`config.mk`:
```
export PLATFORM = sky130hd
export DESIGN_NAME = nonce_gen_mc_flat
export DESIGN_NICKNAME = d
export VERILOG_FILES = /design/src/rtl/nonce_gen_mc_pkg.sv /design/src/rtl/nonce_gen_mc_if.sv /design/src/rtl/nonce_gen_mc_rr_pick.sv /design/src/rtl/nonce_gen_mc.sv /design/src/flat_wrapper.sv
export SDC_FILE = /design/constraint.sdc
export NUM_CORES = 2
export LEC_CHECK = 0
export BUFFER_PORTS_ARGS = -buffer_cell sky130_fd_sc_hd__buf_2
export CAP_MARGIN = 20
export CORE_MARGIN = 2
export CORE_UTILIZATION = 40
export DETAILED_ROUTE_END_ITERATION = 6
export GPL_ROUTABILITY_DRIVEN = 0
export PLACE_DENSITY = 0.59
export REMOVE_ABC_BUFFERS = 1
export SYNTH_ARGS = -nofsm -noshare
export SYNTH_HDL_FRONTEND = slang
export SYNTH_SLANG_ARGS = --single-unit
```
`constraint.sdc`:
```
create_clock -name clk -period 93.6 [get_ports clk]
set_input_delay 18.72 -clock clk [delete_from_list [all_inputs] [get_ports clk]]
set_output_delay 18.72 -clock clk [all_outputs]
set_load 0.02 [all_outputs]
```
`src/rtl/nonce_gen_mc_pkg.sv`:
```
// nonce_gen_pkg: shared types and constants for the multi-channel nonce
// generator.
//   state_t   - FSM encoding (also exported on the debug state port)
//   HDR_*     - block header geometry (20 x 32-bit words = 640 bits)
//   BEATS     - 64-bit beats per frame after the preamble
//   PREAMBLE  - first beat of every hashin frame
//   bswap32   - byte swap used to place the nonce into header word 0
//   sat32     - clamp a 40-bit intermediate to 32 bits
package nonce_gen_pkg;

  typedef enum logic [2:0] {
    ST_IDLE   = 3'd0,
    ST_LOAD   = 3'd1,
    ST_RANGE  = 3'd2,
    ST_SELECT = 3'd3,
    ST_EMIT   = 3'd4
  } state_t;

  localparam int HDR_WORDS = 20;
  localparam int HDR_BITS  = 640;
  localparam int BEATS     = 10;

  localparam logic [63:0] PREAMBLE = 64'h8000000000000280;

  function automatic logic [31:0] bswap32(input logic [31:0] w);
    return {w[7:0], w[15:8], w[23:16], w[31:24]};
  endfunction

  function automatic logic [31:0] sat32(input logic [39:0] v);
    return (v[39:32] != 8'd0) ? 32'hFFFFFFFF : v[31:0];
  endfunction

endpackage

```
`src/rtl/nonce_gen_mc_if.sv`:
```
// nonce_gen_mc_if: bundles the header input, software controls and the
// per-lane FIFO write ports of nonce_gen_mc.
//   master - the environment side (header source, software, FIFOs)
//   slave  - the generator side
//
// Handshake: a FIFO write on lane i happens in any cycle where the
// generator drives *_we[i]=1; the generator only does so when the
// matching *_full[i] is 0 in that same cycle. full is an inverse ready,
// sampled combinationally, and the data word is held stable until it is
// accepted. block_header_we is a plain qualifier with no back-pressure.
interface nonce_gen_mc_if #(
  parameter int NUM_CH = 4
);
  logic                  start;
  logic                  stop;
  logic [31:0]           block_header;
  logic                  block_header_we;
  logic [31:0]           nonce_size;
  logic [NUM_CH-1:0]     hashin_fifo_in_full;
  logic [NUM_CH-1:0]     nonce_fifo_full;
  logic [NUM_CH-1:0]     hashin_fifo_in_we;
  logic [63:0]           hashin_fifo_in_din;
  logic [NUM_CH-1:0]     nonce_fifo_we;
  logic [31:0]           nonce_fifo_din;
  logic                  stop_ack_nonce;
  logic [31:0]           nonce_end;
  logic [31:0]           nonce_cur;
  logic                  done;
  nonce_gen_pkg::state_t dbg_state;

  modport master (
    output start, stop, block_header, block_header_we, nonce_size,
           hashin_fifo_in_full, nonce_fifo_full,
    input  hashin_fifo_in_we, hashin_fifo_in_din, nonce_fifo_we,
           nonce_fifo_din, stop_ack_nonce, nonce_end, nonce_cur, done,
           dbg_state
  );

  modport slave (
    input  start, stop, block_header, block_header_we, nonce_size,
           hashin_fifo_in_full, nonce_fifo_full,
    output hashin_fifo_in_we, hashin_fifo_in_din, nonce_fifo_we,
           nonce_fifo_din, stop_ack_nonce, nonce_end, nonce_cur, done,
           dbg_state
  );
endinterface

```
`src/rtl/nonce_gen_mc_rr_pick.sv`:
```
// rr_pick: round-robin first-ready search.
//   ready_i - per-lane ready flags
//   ptr_i   - lane where the search starts (must be < N)
//   hit_o   - at least one lane is ready
//   idx_o   - first ready lane at or after ptr_i, wrapping
module rr_pick #(
  parameter int N = 4,
  parameter int W = 2
) (
  input  logic [N-1:0] ready_i,
  input  logic [W-1:0] ptr_i,
  output logic         hit_o,
  output logic [W-1:0] idx_o
);

  // Walk from the farthest offset down to offset 0 so the nearest ready
  // lane is the last assignment and wins.
  always_comb begin
    int cand;
    hit_o = 1'b0;
    idx_o = '0;
    cand  = 0;
    for (int k = N - 1; k >= 0; k--) begin
      cand = int'(ptr_i) + k;
      if (cand >= N) cand = cand - N;
      if (ready_i[cand]) begin
        hit_o = 1'b1;
        idx_o = W'(cand);
      end
    end
  end

endmodule

```
`src/rtl/nonce_gen_mc.sv`:
```
// nonce_gen_mc: loads a 20-word block header, derives this core's nonce
// slice [base + size*(COEF-1), base + size*COEF) and hands nonces out
// round-robin to NUM_CH hasher lanes. Each nonce produces an 11-beat
// hashin frame (preamble + 10 header beats) and one nonce FIFO write.
//   clk, rst - clock, asynchronous active-high reset
//   bus      - nonce_gen_mc_if slave: header input, start/stop,
//              nonce_size, per-lane FIFO writes, status and debug state
module nonce_gen_mc
  import nonce_gen_pkg::*;
#(
  parameter int NUM_CH     = 4,
  parameter int NONCE_COEF = 1
) (
  input logic           clk,
  input logic           rst,
  nonce_gen_mc_if.slave bus
);

  localparam int LW = (NUM_CH > 1) ? $clog2(NUM_CH) : 1;
  localparam logic [39:0] COEF_LO = 40'(NONCE_COEF - 1);
  localparam logic [39:0] COEF_HI = 40'(NONCE_COEF);

  state_t                state_q;
  logic [HDR_BITS-1:0]   header_q;
  logic [HDR_BITS-1:0]   frame_q;
  logic [4:0]            wcnt_q;
  logic [LW-1:0]         ptr_q;
  logic [LW-1:0]         lane_q;
  logic [3:0]            beat_q;
  logic [31:0]           nonce_cur_q;
  logic [31:0]           nonce_end_q;
  logic                  done_q;
  logic                  stop_pend_q;

  // Lane selection: a lane is usable only when both of its FIFOs have room.
  logic [NUM_CH-1:0] lane_ready;
  logic              pick_hit;
  logic [LW-1:0]     pick_idx;

  assign lane_ready = ~bus.hashin_fifo_in_full & ~bus.nonce_fifo_full;

  rr_pick #(.N(NUM_CH), .W(LW)) u_pick (
    .ready_i (lane_ready),
    .ptr_i   (ptr_q),
    .hit_o   (pick_hit),
    .idx_o   (pick_idx)
  );

  // Slice bounds at 40 bits so overflow past 32 bits can be clamped.
  logic [39:0] start_w, end_w;
  logic [31:0] range_start, range_end;

  assign start_w     = {8'd0, header_q[31:0]} + ({8'd0, bus.nonce_size} * COEF_LO);
  assign end_w       = {8'd0, header_q[31:0]} + ({8'd0, bus.nonce_size} * COEF_HI);
  assign range_start = sat32(start_w);
  assign range_end   = sat32(end_w);

  logic        issue;
  logic [63:0] beat_word;

  assign issue = (state_q == ST_SELECT) && !bus.stop &&
                 (nonce_cur_q < nonce_end_q) && pick_hit;

  // Beat 0 is the top 64 bits of the frame, beat 9 the bottom.
  assign beat_word = frame_q[(BEATS - 1 - int'(beat_q)) * 64 +: 64];

  // FIFO writes are combinational from registered state and the full flags.
  logic [NUM_CH-1:0] hwe, nwe;
  logic [63:0]       hdin;
  logic [31:0]       ndin;

  always_comb begin
    hwe  = '0;
    nwe  = '0;
    hdin = '0;
    ndin = '0;
    if (issue) begin
      hwe[pick_idx] = 1'b1;
      nwe[pick_idx] = 1'b1;
      hdin          = PREAMBLE;
      ndin          = nonce_cur_q;
    end else if (state_q == ST_EMIT) begin
      // Data stays on the bus while the lane is full so the beat is held.
      hdin = beat_word;
      if (!bus.hashin_fifo_in_full[lane_q]) hwe[lane_q] = 1'b1;
    end
  end

  assign bus.hashin_fifo_in_we  = hwe;
  assign bus.hashin_fifo_in_din = hdin;
  assign bus.nonce_fifo_we      = nwe;
  assign bus.nonce_fifo_din     = ndin;
  assign bus.stop_ack_nonce     = (state_q == ST_IDLE);
  assign bus.nonce_end          = nonce_end_q;
  assign bus.nonce_cur          = nonce_cur_q;
  assign bus.done               = done_q;
  assign bus.dbg_state          = state_q;

  always_ff @(posedge clk or posedge rst) begin
    if (rst) begin
      state_q     <= ST_IDLE;
      header_q    <= '0;
      frame_q     <= '0;
      wcnt_q      <= '0;
      ptr_q       <= '0;
      lane_q      <= '0;
      beat_q      <= '0;
      nonce_cur_q <= '0;
      nonce_end_q <= '0;
      done_q      <= 1'b0;
      stop_pend_q <= 1'b0;
    end else begin
      done_q <= 1'b0;
      case (state_q)
        ST_IDLE: begin
          header_q    <= '0;
          wcnt_q      <= '0;
          ptr_q       <= '0;
          nonce_cur_q <= '0;
          stop_pend_q <= 1'b0;
          if (bus.start && !bus.stop) state_q <= ST_LOAD;
        end

        ST_LOAD: begin
          if (bus.stop) begin
            state_q <= ST_IDLE;
          end else if (bus.block_header_we) begin
            // Shift in from the top: after 20 words, word k sits at [32k+:32].
            header_q <= {bus.block_header, header_q[HDR_BITS-1:32]};
            if (wcnt_q == 5'(HDR_WORDS - 1)) state_q <= ST_RANGE;
            else                              wcnt_q  <= wcnt_q + 5'd1;
          end
        end

        ST_RANGE: begin
          if (bus.stop) begin
            state_q <= ST_IDLE;
          end else begin
            nonce_cur_q <= range_start;
            nonce_end_q <= range_end;
            if (range_start >= range_end) begin
              done_q  <= 1'b1;
              state_q <= ST_IDLE;
            end else begin
              state_q <= ST_SELECT;
            end
          end
        end

        ST_SELECT: begin
          if (bus.stop) begin
            state_q <= ST_IDLE;
          end else if (nonce_cur_q >= nonce_end_q) begin
            done_q  <= 1'b1;
            state_q <= ST_IDLE;
          end else if (pick_hit) begin
            frame_q     <= {header_q[HDR_BITS-1:32], bswap32(nonce_cur_q)};
            nonce_cur_q <= nonce_cur_q + 32'd1;
            lane_q      <= pick_idx;
            ptr_q       <= (pick_idx == LW'(NUM_CH - 1)) ? '0 : pick_idx + LW'(1);
            beat_q      <= '0;
            state_q     <= ST_EMIT;
          end
        end

        ST_EMIT: begin
          // A stop seen mid-frame is remembered; the frame always completes.
          if (bus.stop) stop_pend_q <= 1'b1;
          if (!bus.hashin_fifo_in_full[lane_q]) begin
            if (beat_q == 4'(BEATS - 1)) begin
              state_q <= (stop_pend_q || bus.stop) ? ST_IDLE : ST_SELECT;
            end else begin
              beat_q <= beat_q + 4'd1;
            end
          end
        end

        default: state_q <= ST_IDLE;
      endcase
    end
  end

endmodule
```
`src/flat_wrapper.sv`:
```
// flat-port wrapper written by rule: the top's interface ports become plain ports
module nonce_gen_mc_flat import nonce_gen_pkg::*;
#(
  parameter int NUM_CH     = 4,
  parameter int NONCE_COEF = 1
)
  (clk, rst, bus_start, bus_stop, bus_block_header, bus_block_header_we, bus_nonce_size, bus_hashin_fifo_in_full, bus_nonce_fifo_full, bus_hashin_fifo_in_we, bus_hashin_fifo_in_din, bus_nonce_fifo_we, bus_nonce_fifo_din, bus_stop_ack_nonce, bus_nonce_end, bus_nonce_cur, bus_done, bus_dbg_state);
  nonce_gen_mc_if #(.NUM_CH(NUM_CH)) bus_i ();
  input logic clk;
  input logic rst;
  input wire logic [$bits(bus_i.start)-1:0] bus_start;
  input wire logic [$bits(bus_i.stop)-1:0] bus_stop;
  input wire logic [$bits(bus_i.block_header)-1:0] bus_block_header;
  input wire logic [$bits(bus_i.block_header_we)-1:0] bus_block_header_we;
  input wire logic [$bits(bus_i.nonce_size)-1:0] bus_nonce_size;
  input wire logic [$bits(bus_i.hashin_fifo_in_full)-1:0] bus_hashin_fifo_in_full;
  input wire logic [$bits(bus_i.nonce_fifo_full)-1:0] bus_nonce_fifo_full;
  output wire logic [$bits(bus_i.hashin_fifo_in_we)-1:0] bus_hashin_fifo_in_we;
  output wire logic [$bits(bus_i.hashin_fifo_in_din)-1:0] bus_hashin_fifo_in_din;
  output wire logic [$bits(bus_i.nonce_fifo_we)-1:0] bus_nonce_fifo_we;
  output wire logic [$bits(bus_i.nonce_fifo_din)-1:0] bus_nonce_fifo_din;
  output wire logic [$bits(bus_i.stop_ack_nonce)-1:0] bus_stop_ack_nonce;
  output wire logic [$bits(bus_i.nonce_end)-1:0] bus_nonce_end;
  output wire logic [$bits(bus_i.nonce_cur)-1:0] bus_nonce_cur;
  output wire logic [$bits(bus_i.done)-1:0] bus_done;
  output wire logic [$bits(bus_i.dbg_state)-1:0] bus_dbg_state;
  assign bus_i.start = bus_start;
  assign bus_i.stop = bus_stop;
  assign bus_i.block_header = bus_block_header;
  assign bus_i.block_header_we = bus_block_header_we;
  assign bus_i.nonce_size = bus_nonce_size;
  assign bus_i.hashin_fifo_in_full = bus_hashin_fifo_in_full;
  assign bus_i.nonce_fifo_full = bus_nonce_fifo_full;
  assign bus_hashin_fifo_in_we = bus_i.hashin_fifo_in_we;
  assign bus_hashin_fifo_in_din = bus_i.hashin_fifo_in_din;
  assign bus_nonce_fifo_we = bus_i.nonce_fifo_we;
  assign bus_nonce_fifo_din = bus_i.nonce_fifo_din;
  assign bus_stop_ack_nonce = bus_i.stop_ack_nonce;
  assign bus_nonce_end = bus_i.nonce_end;
  assign bus_nonce_cur = bus_i.nonce_cur;
  assign bus_done = bus_i.done;
  assign bus_dbg_state = bus_i.dbg_state;
  nonce_gen_mc #(.NUM_CH(NUM_CH), .NONCE_COEF(NONCE_COEF)) u_core (.clk(clk), .rst(rst), .bus(bus_i));
endmodule
```
==> key figures <==
Setup path
  • Crit. End Element: output port
  • Worst Path Max Fanout: 27
  • Crit path kind: in -> out
  • Worst path cell trace: buf_2, nor2_1, nor4_1, nor2_1, nand2_1, nor3_2, buf_4, and2_1, buf_2
  • Critical path buffers and inverters: 3
  • Max stage delay on crit path: between 800 and 900 ps
  • Slowest CP cell: nor4_1
  • CP arrival: ~21000 ps
  • CP Launch Type: input port
  • Delay-heaviest family, CP: simple AND/OR/NAND/NOR gates
  • WP data required: 74880 ps

Timing
  • Final Max Tran Viols: 0
  • Max Clock Skew: between 20 and 30 ps
  • Final hold vios: 0
  • RSZ-0062 raised after global routing: false
  • Finish-stage setup viols: 0
  • Min Tclk post-route: slightly below 40000 ps
  • Setup tns final: 0 ps
  • Final worst path period share: a little over two fifths
  • Relative slew slack: around 28%
  • Hold_ws: between 400 and 500 ps
  • FMAX: 25.2 MHz
  • Slew @ Worst Pin: ~1100 ps

Pwr
  • Sequential power share: a little under two fifths
  • Combinational fraction of design power: between 20% and 30%
  • Leakage: 34.7 nW
  • NetSw: ~0.66 mW
  • Maximum VDD drop: 0.0000342 V
  • Final Power: about 1.8 mW
  • Pwr/cell area: approximately 24 nW/µm²
  • Cell Int Power: about 1.1 mW
  • Sw Ratio: between 30% and 40%
  • Clock group share of total power: roughly 34%

Cells and area
  • Syn-to-layout area delta: 10.9%
  • Share of cells above drive strength 1: a little under a quarter
  • Area of the multi-input gates: 28300 µm²
  • Non-filler cells, final: ~8000
  • Register area: approximately 34000 µm²
  • Number of fillers in the final layout: roughly 15000
  • Final core utilization: about 45%
  • Nets: just under 6000

Clock tree
  • Worst skew pair latency: around 790 ps
  • Post-CTS sizing: 0
  • CTS tree: yes
  • CTS buffer count: 150
  • Clock slew at reported path FFs: roughly 60 ps
  • CTS H-tree depth: 4
  • Post CTS Setup Buffer Count: 0
  • Clock Path Buffers: 3
  • Clk sinks: 1362
  • CTS root buffer: clkbuf_16
  • Hold-fix buffers, CTS: 0

Logic synthesis
  • Yosys top cell area share: between 50% and 60%
  • Syn Inst Count: approximately 5600
  • Mapped Area: roughly 65000 µm²
  • Post-synth EDFFs: 0
  • Register area share after synthesis: between 50% and 60%
  • Yosys reg bits: roughly 1400
  • Synth Flop Type: dfrtp_1
  • Post-synthesis average cell area: ~12 µm²
  • Synth Warn #: 0
  • Ys async rst share: 100%
  • Synth area leader: dfrtp_1
  • Synth top area cells: dfrtp_1, mux2_4, nand2_1
  • Distinct cells, synth: ~70

Placement
  • Cell Count Post-Placement: 7714
  • Number of port buffers: 249
  • HPWL after DPL: approximately 100000 µm

GRT
  • Vias in the first global route: 41259
  • Grt ovf: 0
  • GRT Util Overall: just under 20%
  • Global-route wire length before repair: 253000 µm
  • Largest net degree at the start of global routing: roughly 270
  • Initial antenna violation count: 10

Route
  • DR DRC count: 0
  • Detailed Routing Iterations Pass 1: 5
  • Detailed Route WL: roughly 160000 µm
  • Vias: between 40000 and 50000
  • Via density: between 5 and 6
  • Wire per inst: a little over 20 µm
  • Antenna-violating nets left: 0
  • 1st-iter DRT viols: ~3200

Run
  • Maxcap violations: 0

Status
  • Status: finished clean

Floorplan
  • Die height: 408 µm
  • DIE AREA: approximately 170000 µm²
  • Boundary pin count: 250
  • # rows: 148
  • Chip width: 408 µm
  • Core ar.: between 150000 and 200000 µm²
  • Initial core utilization: between 40% and 50%

Worst hold path
  • Hold WC Path Type: reg -> reg
[worst register-to-register path, delay by kind of cell, from the launching register on]
| kind | cells | cell delay (ps) |
|---|---|---|
| DFF | 1 | 700 |
| buffers and inverters | 3 | 2750 |
| muxes | 1 | 460 |
| AOI/OAI and AO/OA | 2 | 620 |
| and+or+nand+nor | 4 | 1590 |
| adders and majority gates | 1 | 450 |
[layout by cell type, fill, tap and decap left out, types with 58 or more instances in the layout]
cell / n
mux4_2: 129
buf_4: 58
o21ai_0: 741
and2_1: 108
a21oi_1: 77
clkbuf_16: 151
mux2_4: 625
o22ai_1: 67
mux2i_1: 135
ha_1: 103
inv_1: 59
nor2_1: 90
buf_2: 249
nand2_1: 1372
dfrtp_1: 1360
[power groups by stage]
stage	clock network (mW)	logic [mW]	registers, mW
3_3_place_gp	0	0.501	0.677
4_1_cts	0.611	0.506	0.668
2_1_floorplan	0	0.378	0.693
5_1_grt	0.635	0.548	0.673
6_report	0.595	0.503	0.667
3_5_place_dp	0	0.506	0.678
[state kept, by name (all words and copies together), names as in the netlist]
register / cells
u_core.bus.nonce_cur: 32
u_core.bus.nonce_end: 32
u_core.bus.done: 1
u_core.header_q: 640
u_core.beat_q: 4
u_core.lane_q: 2
u_core.ptr_q: 2
u_core.wcnt_q: 5
u_core.stop_pend_q: 1
u_core.frame_q: 640
u_core.bus.dbg_state: 3
[path summary, 6_finish.rpt]
path	startpoint	endpoint	slack [ps]	cells after the start
setup reg to reg	u_core.bus.nonce_cur[24]$_DFFE_PP0P_	u_core.frame_q[638]$_DFFE_PP0P_	86910	11
hold reg to reg	u_core.frame_q[15]$_DFFE_PP0P_	u_core.frame_q[15]$_DFFE_PP0P_	470	2
max in group asynchronous	rst	u_core.frame_q[554]$_DFFE_PP0P_	71530	6
setup / recovery	bus_hashin_fifo_in_full[2]	bus_nonce_fifo_din[22]	53980	9
hold / removal	u_core.frame_q[15]$_DFFE_PP0P_	u_core.frame_q[15]$_DFFE_PP0P_	470	2
min in group asynchronous	rst	u_core.frame_q[629]$_DFFE_PP0P_	18060	2
[cell usage after synthesis (2+ instances only)]
master     number
a21oi_1        77
o211ai_1        7
nand2b_1        5
a21boi_0        4
o21bai_1        2
nor4_1          9
a2111o_1        2
inv_1          60
a32o_1          5
mux2_4        625
mux4_2        129
mux2_2          8
ha_1          105
a22oi_1         9
xor2_1         14
nor2_1         90
dfrtp_1      1362
mux2i_1       135
o32ai_2         3
a2111oi_0       2
o21ai_0       741
o31ai_1        30
a21o_1         45
nor2b_1        13
buf_12         66
xnor2_1        14
and2_1        108
and4_1          7
clkbuf_1      275
a31oi_1        15
o21a_1         15
and3_1         12
nand3_1        27
nand4_1        17
buf_2           8
a211oi_1        8
buf_6           8
o31a_1          5
o22ai_1        67
nand2_1      1375
nor3_1         35
or2_2           4
or3_1           7
buf_1          39
[per-stage QoR]
step	instance area [µm²]	worst slack, ps
after floorplan	62500	36480
after global placement	67100	53490
after detailed placement	67200	53910
after CTS	72100	53910
after global routing	72200	53860
final	72200	53980
[routing by layer]
| metal | track usage, % | vias up | part of all wire, % |
|---|---|---|---|
| met2 | 29.1 | 874 | 44 |
| met3 | 4.25 | 215 | 6.2 |
| met1 | 28.4 | 20777 | 47 |
| li1 | - | 19555 | - |
| met4 | 5.24 | 6 | 2.3 |
| met5 | 0 | - | 0.025 |
[cells by family (layout without fill, tap and decap cells)]
kind of cell / after synthesis / in the layout / share of synthesized area, %
other: 0 / 9 / 0
AND/OR/NAND/NOR: 1712 / 1712 / 10.7
buffers and inverters: 457 / 647 / 4.39
adder cells (fa/ha/maj): 106 / 106 / 2.05
AO/OA/AOI/OAI: 1057 / 1057 / 9.05
flip-flops: 1362 / 1362 / 52.3
multiplexers: 897 / 897 / 21.1
XOR/XNOR: 28 / 28 / 0.377
[final cells by class]
class / count / area share [%]
antenna: 9 / 0.0312
clock buffer: 217 / 6.12
clock inverter: 50 / 0.749
inverter: 61 / 0.327
multi-input combinational: 3800 / 39.1
sequential: 1362 / 47.2
tap: 2175 / 3.77
timing repair buffer: 319 / 2.67
(Power assumes the default switching activity.)
